`config.mk`:
```
export PLATFORM = sky130hd
export DESIGN_NAME = font_text_sequencer
export DESIGN_NICKNAME = d
export VERILOG_FILES = /design/src/rtl/font_text_sequencer.sv
export SDC_FILE = /design/constraint.sdc
export NUM_CORES = 1
export LEC_CHECK = 0
export ABC_CLOCK_PERIOD_IN_PS = 4690
export CORE_AREA = 4 4 160 162
export CTS_CLUSTER_SIZE = 12
export DETAILED_ROUTE_END_ITERATION = 16
export DIE_AREA = 0 0 164 166
export HOLD_SLACK_MARGIN = 0.1
export PLACE_DENSITY_LB_ADDON = 0.15
export SKIP_LAST_GASP = 1
export SLEW_MARGIN = 20
export SYNTH_ARGS = -nofsm -noshare
export SYNTH_HDL_FRONTEND = slang
export SYNTH_SLANG_ARGS = --single-unit
```
`constraint.sdc`:
```
create_clock -name clk -period 4.69 [get_ports clk]
set_input_delay 0.469 -clock clk [delete_from_list [all_inputs] [get_ports clk]]
set_output_delay 0.469 -clock clk [all_outputs]
set_load 0.05 [all_outputs]
```
`src/rtl/font_text_sequencer.sv`:
```
// Character FIFO plus cursor FSM that issues one add_fnt command per glyph.
// Define FONT_WRAP_EN to wrap glyphs at the right edge back to the margin.
`timescale 1ns/1ps
module font_text_sequencer #(
    parameter int DEPTH    = 32,
    parameter int CHAR_GAP = 1,
    parameter int LINE_GAP = 2
) (
    input  logic                     clk,
    input  logic                     rst,
    input  logic                     push,
    input  logic [5:0]               push_char,
    input  logic                     start,
    input  logic [9:0]               x_start,
    input  logic [8:0]               y_start,
    input  logic                     bmp_busy,
    output logic                     add_fnt,
    output logic [5:0]               fnt_indx,
    output logic [9:0]               xloc,
    output logic [8:0]               yloc,
    output logic                     busy,
    output logic                     full,
    output logic                     empty,
    output logic [$clog2(DEPTH):0]   count,
    output logic                     done,
    output logic                     overflow
);

    localparam int AW = $clog2(DEPTH);
    localparam int CW = AW + 1;
    localparam logic [9:0] X_PITCH = 10'(13 + CHAR_GAP);
    localparam logic [8:0] Y_PITCH = 9'(16 + LINE_GAP);

    typedef enum logic [2:0] {
        S_IDLE,
        S_FETCH,
        S_ISSUE,
        S_HOLD,
        S_WAIT
    } state_t;

    logic [5:0]    mem [DEPTH];
    logic [AW-1:0] wr_ptr;
    logic [AW-1:0] rd_ptr;
    logic [CW-1:0] cnt;
    logic [5:0]    head;
    logic          pop;
    logic          pop_ok;
    logic          push_ok;

    state_t     state, state_n;
    logic [9:0] x_cur, x_n;
    logic [8:0] y_cur, y_n;
    logic [9:0] margin, margin_n;
    logic       ovf_q, ovf_n;
    logic       add_c;
    logic       done_c;

    assign empty   = (cnt == '0);
    assign full    = (cnt == CW'(DEPTH));
    assign count   = cnt;
    assign head    = mem[rd_ptr];
    assign pop_ok  = pop && !empty;
    // A full FIFO still accepts a push when the same cycle pops.
    assign push_ok = push && (!full || pop_ok);

    always_ff @(posedge clk) begin
        if (push_ok)
            mem[wr_ptr] <= push_char;
    end

    always_ff @(posedge clk) begin
        if (rst) begin
            wr_ptr <= '0;
            rd_ptr <= '0;
            cnt    <= '0;
        end else begin
            if (push_ok)
                wr_ptr <= wr_ptr + 1'b1;
            if (pop_ok)
                rd_ptr <= rd_ptr + 1'b1;
            if (push_ok && !pop_ok)
                cnt <= cnt + 1'b1;
            else if (!push_ok && pop_ok)
                cnt <= cnt - 1'b1;
        end
    end

    logic [10:0] x_sum;
    logic [9:0]  y_sum;
    logic [9:0]  x_adv;
    logic [8:0]  y_adv;
    logic        x_fits;
    logic        y_fits;
    logic        is_nl;
    logic        is_sp;
    logic        is_bad;

    // Cursor advances saturate so a tall y can never wrap back to row 0.
    assign x_sum  = {1'b0, x_cur} + {1'b0, X_PITCH};
    assign y_sum  = {1'b0, y_cur} + {1'b0, Y_PITCH};
    assign x_adv  = x_sum[10] ? 10'h3ff : x_sum[9:0];
    assign y_adv  = y_sum[9] ? 9'h1ff : y_sum[8:0];
    assign x_fits = ({1'b0, x_cur} + 11'd13) <= 11'd640;
    assign y_fits = ({1'b0, y_cur} + 10'd16) <= 10'd480;
    assign is_nl  = (head == 6'd63);
    assign is_sp  = (head == 6'd42);
    assign is_bad = (head > 6'd42);

    always_ff @(posedge clk) begin
        if (rst) begin
            state  <= S_IDLE;
            x_cur  <= '0;
            y_cur  <= '0;
            margin <= '0;
            ovf_q  <= 1'b0;
        end else begin
            state  <= state_n;
            x_cur  <= x_n;
            y_cur  <= y_n;
            margin <= margin_n;
            ovf_q  <= ovf_n;
        end
    end

    always_comb begin
        state_n  = state;
        x_n      = x_cur;
        y_n      = y_cur;
        margin_n = margin;
        ovf_n    = ovf_q;
        pop      = 1'b0;
        add_c    = 1'b0;
        done_c   = 1'b0;
        case (state)
            S_IDLE: begin
                if (start) begin
                    x_n      = x_start;
                    y_n      = y_start;
                    margin_n = x_start;
                    ovf_n    = 1'b0;
                    state_n  = S_FETCH;
                end
            end
            S_FETCH: begin
                if (empty) begin
                    done_c  = 1'b1;
                    state_n = S_IDLE;
                end else if (is_nl) begin
                    pop = 1'b1;
                    x_n = margin;
                    y_n = y_adv;
                end else if (is_sp) begin
                    pop = 1'b1;
                    x_n = x_adv;
                end else if (is_bad) begin
                    pop = 1'b1;
                end else if (!x_fits) begin
`ifdef FONT_WRAP_EN
                    if (x_cur != margin) begin
                        x_n = margin;
                        y_n = y_adv;
                    end else begin
                        pop   = 1'b1;
                        ovf_n = 1'b1;
                    end
`else
                    pop   = 1'b1;
                    ovf_n = 1'b1;
`endif
                end else if (!y_fits) begin
                    pop   = 1'b1;
                    ovf_n = 1'b1;
                end else if (!bmp_busy) begin
                    state_n = S_ISSUE;
                end
            end
            S_ISSUE: begin
                add_c   = 1'b1;
                pop     = 1'b1;
                state_n = S_HOLD;
            end
            S_HOLD: begin
                state_n = S_WAIT;
            end
            S_WAIT: begin
                if (!bmp_busy) begin
                    x_n     = x_adv;
                    state_n = S_FETCH;
                end
            end
            default: begin
                state_n = S_IDLE;
            end
        endcase
    end

    assign add_fnt  = add_c;
    assign fnt_indx = add_c ? head : 6'd0;
    assign xloc     = x_cur;
    assign yloc     = y_cur;
    assign busy     = (state != S_IDLE);
    assign done     = done_c;
    assign overflow = ovf_q;

endmodule
```
==> summary.txt <==
Outcome
  • Status: complete, no violations

Synth
  • Synthesized area per cell: 14.2 um^2
  • Syn Nets: 807
  • Syn Inst Count: 760
  • Top_reg_cell synth: edfxtp_1
  • Post-synth EDFFs: 192
  • Seq/Total Area, Yosys: 63.4%
  • Synthesis Warnings: 0
  • Synth Cell Area: 10800 um^2
  • Ys async rst share: 0%
  • Unique masters post-synth: 66
  • Synth Register Bits: 246

Setup path
  • Top delay family on crit path: compound AO/OA/AOI/OAI gates
  • Worst endpoint data arrival time: 4880 ps
  • Worst setup EP type: flip-flop
  • CP required: 5140 ps
  • Crit-path max FO: 13
  • Crit path max-delay cell type: mux4_2
  • Crit path largest cell delay: 520 ps
  • Crit path buf inv count: 2
  • Critical Setup Path Class: reg2reg
  • CP Cell Sequence: buf_12 > mux4_2 > mux4_2 > mux2i_4 > a21boi_1 > o21ai_2 > o221a_4 > nor2_1 > ha_1 > inv_1 > ha_1 > a21o_1 > a21oi_2 > o21bai_1 > a21oi_1 > xnor2_1 > or3_1 > a21oi_1
  • Startpoint Class: flip-flop

Clock network
  • CTS buffer count: 28
  • Clock-pin transition on the worst setup and hold timing paths: 60 ps
  • H-tree depth: 1
  • # clock sinks: 246
  • Skew-Pair Late Insertion Delay: 550 ps
  • Clock tree buffer depth: 3
  • Cts hold-fix bufs: 0
  • CTS root buf: clkbuf_16
  • TritonCTS clock tree: done

Global routing
  • Vias in the first global route: 6623
  • First-pass GRT wire length: 38300 um
  • GRT Overall Usage: 18.0%
  • Initial antenna violation count: 0
  • Total gr overflow: 0
  • Largest net degree at the start of global routing: 53

Route
  • Remaining DRCs: 0
  • Wire length per cell: 20.8 um
  • Number of vias per cell: 5.67
  • TritonRoute pass-1 iters: 5
  • WL final: 24700 um
  • DR vias: 6738
  • DR iter-0 viols: 613
  • Routed Antenna Nets: 0

Die
  • Die Ht: 166 um
  • Ports: 67
  • Die area: 27200 um^2
  • Row cnt: 57
  • Die width: 164 um
  • Core Area: 24100 um^2
  • Starting Density: 44.8%

Power and ir drop
  • Leak Pwr: 4.15 nW
  • Max VDD drop: 0.346 mV
  • Total Power: 6.71 mW
  • Cell area power density: 526 nW/um^2

Cells and area
  • Commonest non-fill, non-tap cell in the layout: edfxtp_1
  • Nets: 893
  • Filler cells: 2004
  • Most frequent cells in the layout: edfxtp_1 (192), nor2_1 (74), clkdlybuf4s50_1 (61)
  • Area delta synth->final: 18.2%
  • Antenna diode count: 0
  • Register area: 6850 um^2
  • Share of cells above drive strength 1: 16.9%
  • Footprint of the multi-input gates: 3660 um^2

Job
  • Max_cap viols: 0

Placed design
  • # port buffers: 66
  • Hpwl dp: 16500 um
  • Placement Setup Slack: -4.61 ps
  • Routability cong.: 0.910

Timing
  • Setup WS post-layout: 262 ps
  • Final period utilization: 94.4%
  • Hold Vio Cnt, Final: 0
  • Slew margin rel.: 28.1%
  • Max-slew violations: 0
  • # setup viols final: 0
  • Min Tclk post-route: 4430 ps
  • Achievable Freq: 226 MHz
  • Slew @ Worst Pin: 1080 ps
  • Worst Clk Skew: 22.3 ps

Hold path
  • Worst min path class: reg2reg
  • HP Start: margin[1]$_SDFFE_PP0P_
cell families (layout without fill, tap and decap cells):
group,after synthesis,count (layout),share of synthesized area (%)
multiplexers,72,72,13.1
flip-flops,246,246,63.4
AND/OR/NAND/NOR,203,203,9.00
adder cells (fa/ha/maj),17,17,2.04
XOR/XNOR,9,9,0.730
buffers and inverters,68,172,2.89
AO/OA/AOI/OAI,145,145,8.81
metrics by stage:
| stage | std cells | hold slack [ps] | util, % | area, um^2 | setup TNS (ps) |
|---|---|---|---|---|---|
| global route | 1188 | 463 | 52.9 | 12800 | -5.47 |
| CTS | 1185 | 459 | 52.8 | 12700 | 0 |
| finish | 1188 | 455 | 52.9 | 12800 | 0 |
| floorplan | 760 | 436 | - | 10800 | 0 |
| global placement | 1134 | 443 | 49.2 | 11800 | 0 |
| detailed placement | 1134 | 451 | 49.2 | 11800 | -4.61 |
report_power, final:
group | internal (mW) | switching [mW] | leakage (nW)
Combinational | 0.769 | 1.28 | 1.57
Clock | 1.18 | 0.834 | 0.407
Sequential | 2.49 | 0.162 | 2.17
tightest hold or removal path: stages (launching register included):
cell     delay (ps)
dfxtp_1         310
nand2_1          50
a21oi_1          50
layout make-up:
cell class / count / area share [%]
flip-flops and latches: 246 / 53.7
multi-input cells: 446 / 28.7
repair buffers: 94 / 6.92
clock buffers: 41 / 5.95
well taps: 324 / 3.18
inverters: 30 / 0.883
clock inverters: 7 / 0.686
timing repair:
action | CTS | global route
cloned | 0 | 0
endpoints found under the setup margin | 1 | 1
pin swaps | 0 | 2
gates resized for setup | 0 | 4
setup buffers | 3 | 3
synthesized netlist by cell type, types with 13 or more instances:
master | count | area, um^2
a21oi_1 | 53 | 265
clkbuf_1 | 23 | 86.3
dfxtp_1 | 54 | 1080
edfxtp_1 | 192 | 5770
ha_1 | 16 | 200
inv_1 | 26 | 97.6
mux2i_1 | 14 | 140
mux4_2 | 54 | 1220
nand2_1 | 46 | 173
nand3_1 | 22 | 110
nor2_1 | 74 | 278
o21ai_1 | 14 | 70.1
o22ai_1 | 13 | 81.3
state kept, by name (all words and copies together), names as in the netlist, named ones only:
register,count
wr_ptr,5
mem,192
margin,10
overflow,1
state,3
count,6
rd_ptr,5
yloc,9
xloc,10
path summary, 6_finish.rpt:
path | endpoint | cells after the start | slack (ps)
worst min register to register | margin[1]$_SDFFE_PP0P_ | 2 | 460
worst max-delay path | count[5]$_SDFFE_PP0P_ | 18 | 260
worst min-delay path | margin[1]$_SDFFE_PP0P_ | 2 | 460
worst max register to register | count[5]$_SDFFE_PP0P_ | 18 | 260
per-layer routing:
layer / track usage [%] / vias to the layer above / routed length (um)
li1: - / 3092 / -
met4: 4.60 / 0 / 667
met3: 3.03 / 47 / 1640
met2: 28.4 / 253 / 11500
met5: 0 / - / 0
met1: 26.2 / 3346 / 10900
Note: power is estimated with default switching activity, not from simulation.
